===== src/rtl/sram_like_arbiter.sv =====
// -----------------------------------------------------------------------------
// sram_like_arbiter
//
// Shares one sram-like slave port (towards the sram-like-to-AXI bridge) between
// the IF-stage instruction master and the EXE-stage data master.
//
//   * Fixed priority: data beats inst when both request in IDLE.
//   * Once a master is presented to the slave without being accepted, the grant
//     is locked to that master until slv_addr_ok (or until it withdraws req).
//   * Every accepted request pushes a one-bit owner ID (0=inst, 1=data) into an
//     in-order FIFO; each slv_data_ok pops the head and steers the response to
//     the owning master.
//   * A new grant is refused while the FIFO is full, so the FIFO cannot overflow.
//
// Ports
//   clk, reset                   clock, synchronous active-high reset
//   inst_req/wr/size/wstrb/addr/wdata   instruction master request side
//   inst_addr_ok, inst_data_ok, inst_rdata   instruction master responses
//   data_req/wr/size/wstrb/addr/wdata   data master request side
//   data_addr_ok, data_data_ok, data_rdata   data master responses
//   slv_req/wr/size/wstrb/addr/wdata    muxed request to the slave
//   slv_addr_ok, slv_data_ok, slv_rdata      slave handshakes and read data
//   outstanding                  accepted-but-not-returned transaction count
//   err_unexp                    sticky: slave response seen with nothing pending
// -----------------------------------------------------------------------------
module sram_like_arbiter #(
    parameter int DEPTH = 4,
    parameter int PTR_W = 2
) (
    input  logic             clk,
    input  logic             reset,

    input  logic             inst_req,
    input  logic             inst_wr,
    input  logic [1:0]       inst_size,
    input  logic [3:0]       inst_wstrb,
    input  logic [31:0]      inst_addr,
    input  logic [31:0]      inst_wdata,
    output logic             inst_addr_ok,
    output logic             inst_data_ok,
    output logic [31:0]      inst_rdata,

    input  logic             data_req,
    input  logic             data_wr,
    input  logic [1:0]       data_size,
    input  logic [3:0]       data_wstrb,
    input  logic [31:0]      data_addr,
    input  logic [31:0]      data_wdata,
    output logic             data_addr_ok,
    output logic             data_data_ok,
    output logic [31:0]      data_rdata,

    output logic             slv_req,
    output logic             slv_wr,
    output logic [1:0]       slv_size,
    output logic [3:0]       slv_wstrb,
    output logic [31:0]      slv_addr,
    output logic [31:0]      slv_wdata,
    input  logic             slv_addr_ok,
    input  logic             slv_data_ok,
    input  logic [31:0]      slv_rdata,

    output logic [PTR_W:0]   outstanding,
    output logic             err_unexp
);

    typedef enum logic [1:0] {
        IDLE   = 2'd0,
        LOCK_I = 2'd1,
        LOCK_D = 2'd2
    } state_t;

    state_t             state;

    logic [PTR_W:0]     count;
    logic [PTR_W-1:0]   wr_ptr;
    logic [PTR_W-1:0]   rd_ptr;
    logic [DEPTH-1:0]   id_mem;

    logic               full;
    logic               empty;
    logic               grant_i;
    logic               grant_d;
    logic               accept;
    logic               pop;
    logic               head_id;

    assign full  = (count == (PTR_W+1)'(DEPTH));
    assign empty = (count == '0);

    // Grant selection. Full is only consulted in IDLE: a LOCK state is entered
    // only when there was room, so the locked request always fits.
    always_comb begin
        grant_i = 1'b0;
        grant_d = 1'b0;
        case (state)
            IDLE: begin
                if (!full) begin
                    if (data_req)      grant_d = 1'b1;
                    else if (inst_req) grant_i = 1'b1;
                end
            end
            LOCK_I:  grant_i = 1'b1;
            LOCK_D:  grant_d = 1'b1;
            default: ;
        endcase
    end

    // Slave request is driven combinationally from the grantee, so a request
    // reaches the bridge in the same cycle it is raised.
    always_comb begin
        slv_req   = (grant_d & data_req) | (grant_i & inst_req);
        slv_wr    = 1'b0;
        slv_size  = 2'd0;
        slv_wstrb = 4'd0;
        slv_addr  = 32'd0;
        slv_wdata = 32'd0;
        if (grant_d) begin
            slv_wr    = data_wr;
            slv_size  = data_size;
            slv_wstrb = data_wstrb;
            slv_addr  = data_addr;
            slv_wdata = data_wdata;
        end else if (grant_i) begin
            slv_wr    = inst_wr;
            slv_size  = inst_size;
            slv_wstrb = inst_wstrb;
            slv_addr  = inst_addr;
            slv_wdata = inst_wdata;
        end
    end

    assign accept       = slv_req & slv_addr_ok;
    assign inst_addr_ok = accept & grant_i;
    assign data_addr_ok = accept & grant_d;

    // Response routing: the head of the ID FIFO names the owner of the
    // response; rdata fans out to both masters and only data_ok qualifies it.
    assign pop          = slv_data_ok & ~empty;
    assign head_id      = id_mem[rd_ptr];
    assign inst_data_ok = pop & ~head_id;
    assign data_data_ok = pop &  head_id;
    assign inst_rdata   = slv_rdata;
    assign data_rdata   = slv_rdata;

    assign outstanding  = count;

    // Control state: FSM, FIFO pointers/occupancy and the sticky error flag.
    always_ff @(posedge clk) begin
        if (reset) begin
            state     <= IDLE;
            count     <= '0;
            wr_ptr    <= '0;
            rd_ptr    <= '0;
            err_unexp <= 1'b0;
        end else begin
            case (state)
                IDLE: begin
                    if (grant_d && !slv_addr_ok)      state <= LOCK_D;
                    else if (grant_i && !slv_addr_ok) state <= LOCK_I;
                end
                // Withdrawing req while locked is a master protocol violation;
                // release the lock without pushing anything.
                LOCK_I: begin
                    if (!inst_req || slv_addr_ok) state <= IDLE;
                end
                LOCK_D: begin
                    if (!data_req || slv_addr_ok) state <= IDLE;
                end
                default: state <= IDLE;
            endcase

            if (accept) wr_ptr <= wr_ptr + PTR_W'(1);
            if (pop)    rd_ptr <= rd_ptr + PTR_W'(1);

            case ({accept, pop})
                2'b10:   count <= count + (PTR_W+1)'(1);
                2'b01:   count <= count - (PTR_W+1)'(1);
                default: count <= count;
            endcase

            if (slv_data_ok && empty) err_unexp <= 1'b1;
        end
    end

    // Owner-ID storage: pure data, validity is tracked by count/pointers.
    always_ff @(posedge clk) begin
        if (accept) id_mem[wr_ptr] <= grant_d;
    end

endmodule


===== config.mk =====
export PLATFORM = sky130hd
export DESIGN_NAME = sram_like_arbiter
export DESIGN_NICKNAME = d
export VERILOG_FILES = /design/src/rtl/sram_like_arbiter.sv
export SDC_FILE = /design/constraint.sdc
export NUM_CORES = 1
export LEC_CHECK = 0
export CORE_AREA = 5 5 124 126
export CTS_CLUSTER_DIAMETER = 100
export CTS_CLUSTER_SIZE = 30
export DETAILED_ROUTE_END_ITERATION = 10
export DIE_AREA = 0 0 129 131
export PLACE_DENSITY = 0.68
export SETUP_SLACK_MARGIN = 0.02
export SLEW_MARGIN = 5
export SYNTH_ARGS = -nofsm -noshare
export SYNTH_HDL_FRONTEND = slang
export SYNTH_SLANG_ARGS = --single-unit

===== constraint.sdc =====
create_clock -name clk -period 3.1 [get_ports clk]
set_input_delay 0.465 -clock clk [delete_from_list [all_inputs] [get_ports clk]]
set_output_delay 0.465 -clock clk [all_outputs]
set_load 0.01 [all_outputs]

## Word-level counts from Yosys, hierarchy flattened

Cells that the tools add are included.

| cells by class | value |
|---|---|
| $add $sub $neg | 4 |
| $lt $le $gt $ge | 3 |
| equality and inequality tests | 8 |
| mux-type cells | 28 |
| bitwise gates (word level) | 11 |
| reduce and logical (&&, ||, !) cells | 13 |

Operator list:

| cell | number |
|---|---|
| $mux W32 | 4 |
| $mux W2 | 6 |
| $mux W1 | 9 |
| $and A1 B1 Y1 | 8 |
| $mux W4 | 2 |
| $lt A2 B3 Y1 const B | 2 |
| $pmux W2 S3 | 1 |
| $pmux W3 S2 | 1 |
| $add A2 B1 Y2 const B | 2 |
| $bwmux W4 | 1 |
| $eq A2 B1 Y1 const B | 2 |
| $eq A2 B2 Y1 const B | 2 |
| $logic_and A1 B1 Y1 | 4 |
| $ne A2 B2 Y1 const B | 2 |
| $pmux W1 S2 | 2 |
| $add A3 B1 Y3 const B | 1 |
| $eq A3 B3 Y1 const B | 1 |
| $logic_not A1 Y1 | 3 |
| $logic_not A3 Y1 | 1 |
| $ne A3 B3 Y1 const B | 1 |
| $reduce_and A3 Y1 | 1 |
| $sub A3 B1 Y3 const B | 1 |
| $bmux W1 S2 | 1 |
| $demux W1 S2 | 1 |
| other kinds (6) | 8 |

| storage, ports and cells | value |
|---|---|
| flip-flop bits (word level) | 14 |
| input port bits | 180 |
| logic and storage cells | 73 |

## Longest topological paths before layout

Gate-level depths: netlist (run 1).

| depth | value |
|---|---|
| word-level depth | 9 |
| gate-level depth with buffers | 10 |
| mapped depth without buffers | 9 |

## Worst setup path before layout (run 1)

OpenSTA, ideal clock, no wires.

| timing path | value |
|---|---|
| path type | register -> register |
| from | register count[1] (netlist: outstanding[1]) |
| to | register count[2] (netlist: outstanding[2]) |
| library setup time | 0.071 ns |
| arrival time | 2.270 ns |
| required time | 3.029 ns |
| slack | 0.760 ns |
| stages on the path, launching flop included | 11 |
| period minus slack after synthesis | 2.340 ns |
| path through | dfxtp_1 > buf_4 > nor4b_2 > o32ai_4 > inv_1 > ha_1 > inv_1 > fa_1 > xor2_1 > or3_1 > a21oi_1 |

| between the ends | value |
|---|---|
| longest elaborated chain between the ends | 8 |
| elaborated cells on any way between the ends | 18 |
| those cells by class | add/sub: 2; eq/ne: 3; mux: 5; bitwise: 6; reduce/logical: 2 |

Ends and longest elaborated chain:

| element | line | source |
|---|---|---|
| from (decl) | 75 | `logic [PTR_W:0] count;` |
| from (signal assigned) | 177 | `2'b10: count <= count + (PTR_W+1)'(1);` |
| from (signal assigned) | 178 | `2'b01: count <= count - (PTR_W+1)'(1);` |
| from (signal assigned) | 179 | `default: count <= count;` |
| $eq A3 B3 Y1 | 88 | `assign full = (count == (PTR_W+1)'(DEPTH));` |
| $mux W1 | 98 | `if (!full) begin` |
| $pmux W1 S2 | 96 | `case (state)` |
| $and A1 B1 Y1 | 112 | `slv_req = (grant_d & data_req) \| (grant_i & inst_req);` |
| $or A1 B1 Y1 | 112 |  |
| $and A1 B1 Y1 | 133 | `assign accept = slv_req & slv_addr_ok;` |
| $eq A2 B1 Y1 / $eq A2 B2 Y1 (equally long branches) | 176 | `case ({accept, pop})` |
| $pmux W3 S2 / $reduce_bool A2 Y1 (equally long branches) | - |  |

Several ways; a longest one is shown, not always the timed one.
A chain may end at the register's enable or synchronous reset.

## Worst setup path in the final report (run 1)

| timing path | value |
|---|---|
| from | input port data_req |
| to | output port slv_addr[4] |

| between the ends | value |
|---|---|
| longest elaborated chain between the ends | 5 |
| elaborated cells on any way between the ends | 8 |
| those cells by class | mux: 8 |

Ends and longest elaborated chain:

| element | line | source |
|---|---|---|
| from (decl) | 43 | `input logic data_req,` |
| $mux W1 | 99 | `if (data_req) grant_d = 1'b1;` |
| $mux W1 | 98 |  |
| $pmux W1 S2 | 96 |  |
| $mux W32 | 124 | `end else if (grant_i) begin` |
| $mux W32 (*) | 118 | `if (grant_d) begin` |
| to (decl) | 57 | `output logic [31:0] slv_addr,` |

Every way passes the cells marked *; elsewhere a longest branch is shown, timed or not.

==> results.py, run 1 <==
metrics = {
    "synth": {
        "synth_commonest_cells": "a22o_1, buf_4, buf_6",
        "synth_compound_area_share_pct": 35.3,
        "synth_top_family_by_area": "compound AO/OA/AOI/OAI gates",
        "yosysWarnings": 0,
        "synthTopCellsByArea": "a22o_1, buf_4, dfxtp_1, buf_6, edfxtp_1",
        "synth_seq_cells": 14,
        "netlist_instances": 235,
        "ys_types": 37,
        "postSynth.asyncResetShare_pct": 0,
        "synth_mux_area_share_pct": 2.01,
        "synth_area_mm2": 0.00218,
        "synth_area_leader_cell": "a22o_1",
        "synth-adder-area-share_pct": 3.78,
        "syn_nets": 421,
        "synth-xor-area-share_pct": 1.60,
        "yosys_most_used_dff": "dfxtp_1",
        "avgSynthCellArea_um2": 9.29,
        "yosys.area_share.simple_pct": 10.5,
        "yosysSeqAreaShare_pct": 14.7,
        "synthDominantCellAreaShare_pct": 28.5,
        "synth_edf_count": 4,
        "yosysMostFrequentCell": "a22o_1",
    },
    "critical_path": {
        "cp-startpoint": "data_req",
        "crit_fanout": 51,
        "path_class": "primary input to output pin",
        "cp.arrival_ns": 2.52,
        "start_kind": "primary input",
        "r2r_start": "outstanding[0]",
        "cp-end-kind": "output pin",
        "critPathMaxStageDelay_ns": 0.62,
        "rr_worst_depth": 10,
        "rr_endpoint": "outstanding[2]",
        "cp_common_cell": "clkdlybuf4s50_1",
        "critical_path_required_ns": 2.63,
        "path_cells": "clkdlybuf4s50_1, nand2b_2, o2bb2ai_4, buf_12, a22o_1, clkdlybuf4s50_1",
        "slowest_stage": "clkdlybuf4s50_1",
        "r2r_slack_ns": 0.59,
    },
    "placement": {
        "port_buffers": 227,
        "place.gp.congestion": 0.900,
        "dpl.hpwl_mm": 9.10,
        "place_area_mm2": 0.00411,
        "pre_cts_slack_ns": 0.101,
        "dp_cells": 571,
    },
    "hold_path": {
        "hold_end": "err_unexp",
        "hp-start": "err_unexp",
        "hp-class": "register to register",
        "hold_depth": 2,
    },
    "clock_tree": {
        "htreeDepth": 1,
        "holdBufCountCts": 0,
        "root_buffer": "clkbuf_16",
        "path_clk_slew_ns": 0.05,
        "cts_tree": "done",
        "cts.repair.resized": 0,
        "cts-buffers-inserted": 3,
        "cts_num_sinks": 14,
        "insertion_delay_ns": 0.24,
        "cts_setup_buffers": 0,
        "cts_max_path_buffers": 2,
    },
    "global_routing": {
        "grt_max_degree": 52,
        "grt_pass1_wl_mm": 14.1,
        "grt_usage_pct": 10.7,
        "grtUsageMet2_pct": 19.6,
        "grt_use_met3_pct": 4.39,
        "grt_pass1_vias": 2473,
        "grt-ovfl-total": 0,
        "use_met1_pct": 11.2,
        "grt-busiest-layer": "met2",
        "antenna_found_initial": 1,
    },
    "detailed_routing": {
        "post_drt_wl_per_cell_um": 18.3,
        "remaining_drc_errors": 0,
        "first_iter_violations": 62,
        "num_vias": 2419,
        "drt-total-wl_mm": 10.5,
        "ant_nets": 0,
        "vias_per_cell": 4.20,
        "drt_pass1_iterations": 4,
    },
    "job": {
        "cap_violations": 0,
    },
    "timing": {
        "period_needed_ns": 2.98,
        "tightest_slew_ns": 0.498,
        "rsz0062_at_grt": "false",
        "setup_violations": 0,
        "skew_ns": 0.00149,
        "fin_crit_sh_pct": 96.3,
        "setup_ws_ns": 0.116,
        "hold_viol_final": 0,
        "slew_viol_final": 0,
        "max_freq_mhz": 335,
        "fin_tns_setup_ns": 0,
        "slew_headroom_pct": 66.5,
    },
    "die": {
        "start_util_pct": 15.4,
        "die-area_mm2": 0.0169,
        "row_count": 44,
        "ios": 324,
        "die_height_um": 131,
        "die_w_um": 129,
        "core_area_mm2": 0.0142,
    },
    "final_layout": {
        "fin_nets": 578,
        "instances_no_fill": 576,
        "syn2layout_area_growth_pct": 91.9,
        "fin_area_mm2": 0.00419,
        "drive_gt1_share_pct": 4.86,
    },
    "power": {
        "combPwrFrac_pct": 72.3,
        "seqPwrFrac_pct": 14.8,
        "irDropWorstVdd_uv": 257,
        "p_int_mw": 1.21,
        "sw_frac_of_total_pct": 35.8,
        "p_switching_mw": 0.672,
        "p_leak_nw": 1.55,
        "p_clk_share_pct": 12.9,
        "powerDensity_mw_per_mm2": 448,
    },
    "outcome": {
        "status": "completed",
    },
}
## per-layer routing
layer,part of all wire [%],vias to the layer above
met5,0,-
met4,2.9,0
met3,11,32
met2,53,174
met1,33,1088
li1,-,1125
## per-stage QoR
step / util, % / hold slack, ns / power (mW)
after floorplan: - / 0.481 / 1.05
after global placement: 28.9 / 0.464 / 1.63
after detailed placement: 28.9 / 0.465 / 1.65
after CTS: 29.5 / 0.482 / 1.91
after global routing: 29.5 / 0.513 / 2.00
final: 29.5 / 0.475 / 1.88
## placed cells by master (no fill, tap or decap), drive strengths merged, types with 3 or more instances in the layout
cell / netlist / final
a21oi: 3 / 3
ha: 5 / 5
dfxtp: 10 / 10
o21ai: 4 / 4
nand2b: 5 / 5
xor2: 4 / 4
clkdlybuf4s50: 0 / 227
inv: 9 / 9
buf: 81 / 7
nor2: 10 / 10
and2: 4 / 4
a22o: 71 / 71
clkbuf: 1 / 4
edfxtp: 4 / 4
## worst max path at each step
stage                           endpoint
after floorplan           outstanding[2]
after global placement      slv_addr[29]
after detailed placement     slv_addr[4]
after CTS                    slv_addr[4]
after global routing         slv_addr[4]
final                        slv_addr[4]
## logic make-up after synthesis
group	Yosys count
adder cells (fa/ha/maj)	6
buffers and inverters	91
multiplexers	3
AO/OA/AOI/OAI	85
XOR/XNOR	4
flip-flops	14
AND/OR/NAND/NOR	32
## critical path, delay by kind of cell
family,cells,cell delay [ns]
AO/OA/AOI/OAI,2,0.44
buffers and inverters,3,1.42
AND/OR/NAND/NOR,1,0.17
## layout make-up
| cell class | count | area [um2] |
|---|---|---|
| timing repair buffer | 234 | 2360 |
| inverter | 9 | 33.8 |
| tap | 184 | 230 |
| antenna | 1 | 2.50 |
| multi-input combinational | 130 | 1160 |
| sequential | 14 | 320 |
| fill | 1495 | 10000 |
| clock buffer | 4 | 78.8 |
## power groups by stage
stage	logic [mW]	registers, mW	clock network (mW)
after floorplan	0.772	0.274	0
after global placement	1.35	0.278	0
after detailed placement	1.37	0.281	0
after CTS	1.38	0.278	0.249
after global routing	1.45	0.284	0.259
final	1.36	0.278	0.242
## sequential cells by signal (all words and copies together) (netlist names)
register,flops
err_unexp,1
outstanding,3
state,2
id_mem,4
rd_ptr,2
wr_ptr,2
No activity file was read; power rests on OpenSTA's default activity.
==> run 2, diff against run 1 <==
--- a/config.mk
+++ b/config.mk
@@ -10,6 +10,7 @@
 export CTS_CLUSTER_SIZE = 30
 export DETAILED_ROUTE_END_ITERATION = 10
 export DIE_AREA = 0 0 129 131
+export GPL_TIMING_DRIVEN = 0
 export PLACE_DENSITY = 0.68
 export SETUP_SLACK_MARGIN = 0.02
 export SLEW_MARGIN = 5
==> run 2 against run 1 <==
Via count is 22% higher; total power is 14% higher; sequential power is 3% lower; largest cell class unchanged.
==> results.py, run 2 (same netlist as run 1, synthesis figures left out) <==
metrics = {
    "critical_path": {
        "r2r_slack_ns": 0.56,
        "rr_endpoint": "outstanding[2]",
        "path_class": "primary input to output pin",
        "rr_worst_depth": 9,
        "crit_fanout": 10,
        "cp.arrival_ns": 2.50,
        "cp-end-kind": "output pin",
        "r2r_start": "outstanding[2]",
        "critical_path_required_ns": 2.63,
        "start_kind": "primary input",
    },
    "final_layout": {
        "drive_gt1_share_pct": 18.3,
        "final_core_util_pct": 38.6,
        "top_register": "id_mem",
        "final_common_cell": "clkdlybuf4s50_1",
        "fin_nets": 722,
        "largest_reg_flops": 4,
        "instances_no_fill": 722,
        "syn2layout_area_growth_pct": 151,
        "layout_common_cells": "clkdlybuf4s50_1, a22o_1, buf_4",
    },
    "power": {
        "p_leak_nw": 2.21,
        "p_clk_share_pct": 11.4,
        "seqPwrFrac_pct": 12.6,
        "p_switching_mw": 0.744,
        "irDropWorstVdd_uv": 187,
        "p_int_mw": 1.39,
        "powerDensity_mw_per_mm2": 389,
        "combPwrFrac_pct": 76.0,
        "sw_frac_of_total_pct": 34.9,
    },
    "timing": {
        "fin_crit_sh_pct": 95.6,
        "setup_violations": 0,
        "tightest_slew_ns": 0.510,
        "slew_headroom_pct": 65.7,
        "skew_ns": 0.00367,
        "rsz0062_at_grt": "false",
        "period_needed_ns": 2.96,
        "max_freq_mhz": 337,
        "slew_viol_final": 0,
        "hold_ws_ns": 0.465,
        "hold_viol_final": 0,
    },
    "die": {
        "row_count": 44,
        "die-area_mm2": 0.0169,
        "die_height_um": 131,
        "start_util_pct": 15.4,
        "core_area_mm2": 0.0142,
        "die_w_um": 129,
        "ios": 324,
    },
    "global_routing": {
        "grt-ovfl-total": 0,
        "grt_pass1_wl_mm": 16.7,
        "antenna_found_initial": 3,
        "grt_usage_pct": 12.6,
        "grt_max_degree": 14,
        "grt_pass1_vias": 3191,
    },
    "detailed_routing": {
        "num_vias": 2959,
        "vias_per_cell": 4.10,
        "post_drt_wl_per_cell_um": 17.3,
        "first_iter_violations": 45,
        "ant_nets": 0,
        "remaining_drc_errors": 0,
        "drt_pass1_iterations": 4,
        "drt-total-wl_mm": 12.5,
    },
    "hold_path": {
        "hold_depth": 2,
        "hp-start": "err_unexp",
        "hold_end": "err_unexp",
        "hp-class": "register to register",
    },
    "outcome": {
        "status": "completed",
    },
    "clock_tree": {
        "cts_tree": "done",
        "cts_max_path_buffers": 2,
        "insertion_delay_ns": 0.24,
        "cts_num_sinks": 14,
        "root_buffer": "clkbuf_16",
        "htreeDepth": 1,
        "cts-buffers-inserted": 3,
        "path_clk_slew_ns": 0.04,
    },
    "placement": {
        "dp_cells": 710,
        "dpl.hpwl_mm": 11.1,
        "port_buffers": 291,
        "place.gp.congestion": 0.963,
    },
    "job": {
        "cap_violations": 0,
    },
}
-- run 2: changes by cell type in the layout (fill, tap and decap cells not counted), sizes merged --
cell	before	now
clkdlybuf4s50	227	290
buf	7	86
dlymetal6s2s	0	1
diode	1	3
clkbuf	4	5
-- run 2: metal layers --
metal  share of wire, %  track usage, %  routed length, um
met5                  0               0                  0
met4                1.9            3.03                234
met2                 54            24.0               6770
met3                9.0            3.70               1120
met1                 35            13.7               4330
-- run 2: power groups by stage --
stage	Combinational [mW]	Clock (mW)	Sequential, mW
3_5_place_dp	1.60	0	0.273
6_report	1.62	0.243	0.269
4_1_cts	1.64	0.249	0.270
2_1_floorplan	0.772	0	0.274
5_1_grt	1.73	0.265	0.276
3_3_place_gp	1.58	0	0.270
-- run 2: timing repair --
action / 4_1_cts / 5_1_grt
buffers inserted: 5 / 0
pin swaps: 2 / 0
setup endpoints to repair: 70 / 10
gates resized for setup: 0 / 1
hold buffers: 0 / 0
-- run 2: cell type report --
| type | count | area, um2 |
|---|---|---|
| fill | 1415 | 8730 |
| timing repair buffer | 296 | 2980 |
| multi-input combinational | 130 | 1160 |
| buffer | 82 | 668 |
| sequential | 14 | 320 |
| tap | 184 | 230 |
| clock buffer | 4 | 78.8 |
| inverter | 9 | 33.8 |
| antenna | 3 | 7.51 |
-- run 2: critical path, stage by stage --
cell and delay [ns]:
clkdlybuf4s50_1 0.55, nand2b_4 0.10, o32ai_4 0.32, buf_4 0.20, buf_6 0.14, a22o_1 0.17
clkdlybuf4s50_1 0.55
-- run 2: worst max path at each step --
stage,startpoint,to,cells past startpoint
after CTS,data_req,slv_wdata[30],7
after global placement,inst_req,slv_wdata[30],6
after floorplan,outstanding[1],outstanding[2],10
after global routing,inst_req,slv_wdata[29],7
after detailed placement,data_req,slv_addr[29],5
final,inst_req,slv_wdata[30],7
-- run 2: metrics by stage --
step	total power, mW	cell area (um2)	TNS, ns	worst slack [ns]
after global routing	2.27	5480	0	0.0528
after CTS	2.16	5470	0	0.0603
after detailed placement	1.88	5330	-4.87	-0.148
after global placement	1.85	5330	-3.84	-0.132
final	2.13	5480	0	0.135
after floorplan	1.05	2180	0	0.760
==> run 3, diff against run 2 <==
--- a/config.mk
+++ b/config.mk
@@ -13,7 +13,7 @@
 export GPL_TIMING_DRIVEN = 0
 export PLACE_DENSITY = 0.68
 export SETUP_SLACK_MARGIN = 0.02
-export SLEW_MARGIN = 5
+export SLEW_MARGIN = 30
 export SYNTH_ARGS = -nofsm -noshare
 export SYNTH_HDL_FRONTEND = slang
 export SYNTH_SLANG_ARGS = --single-unit
==> results of run 3 <==
Final layout, timing and power as in run 2 (identical DEF).
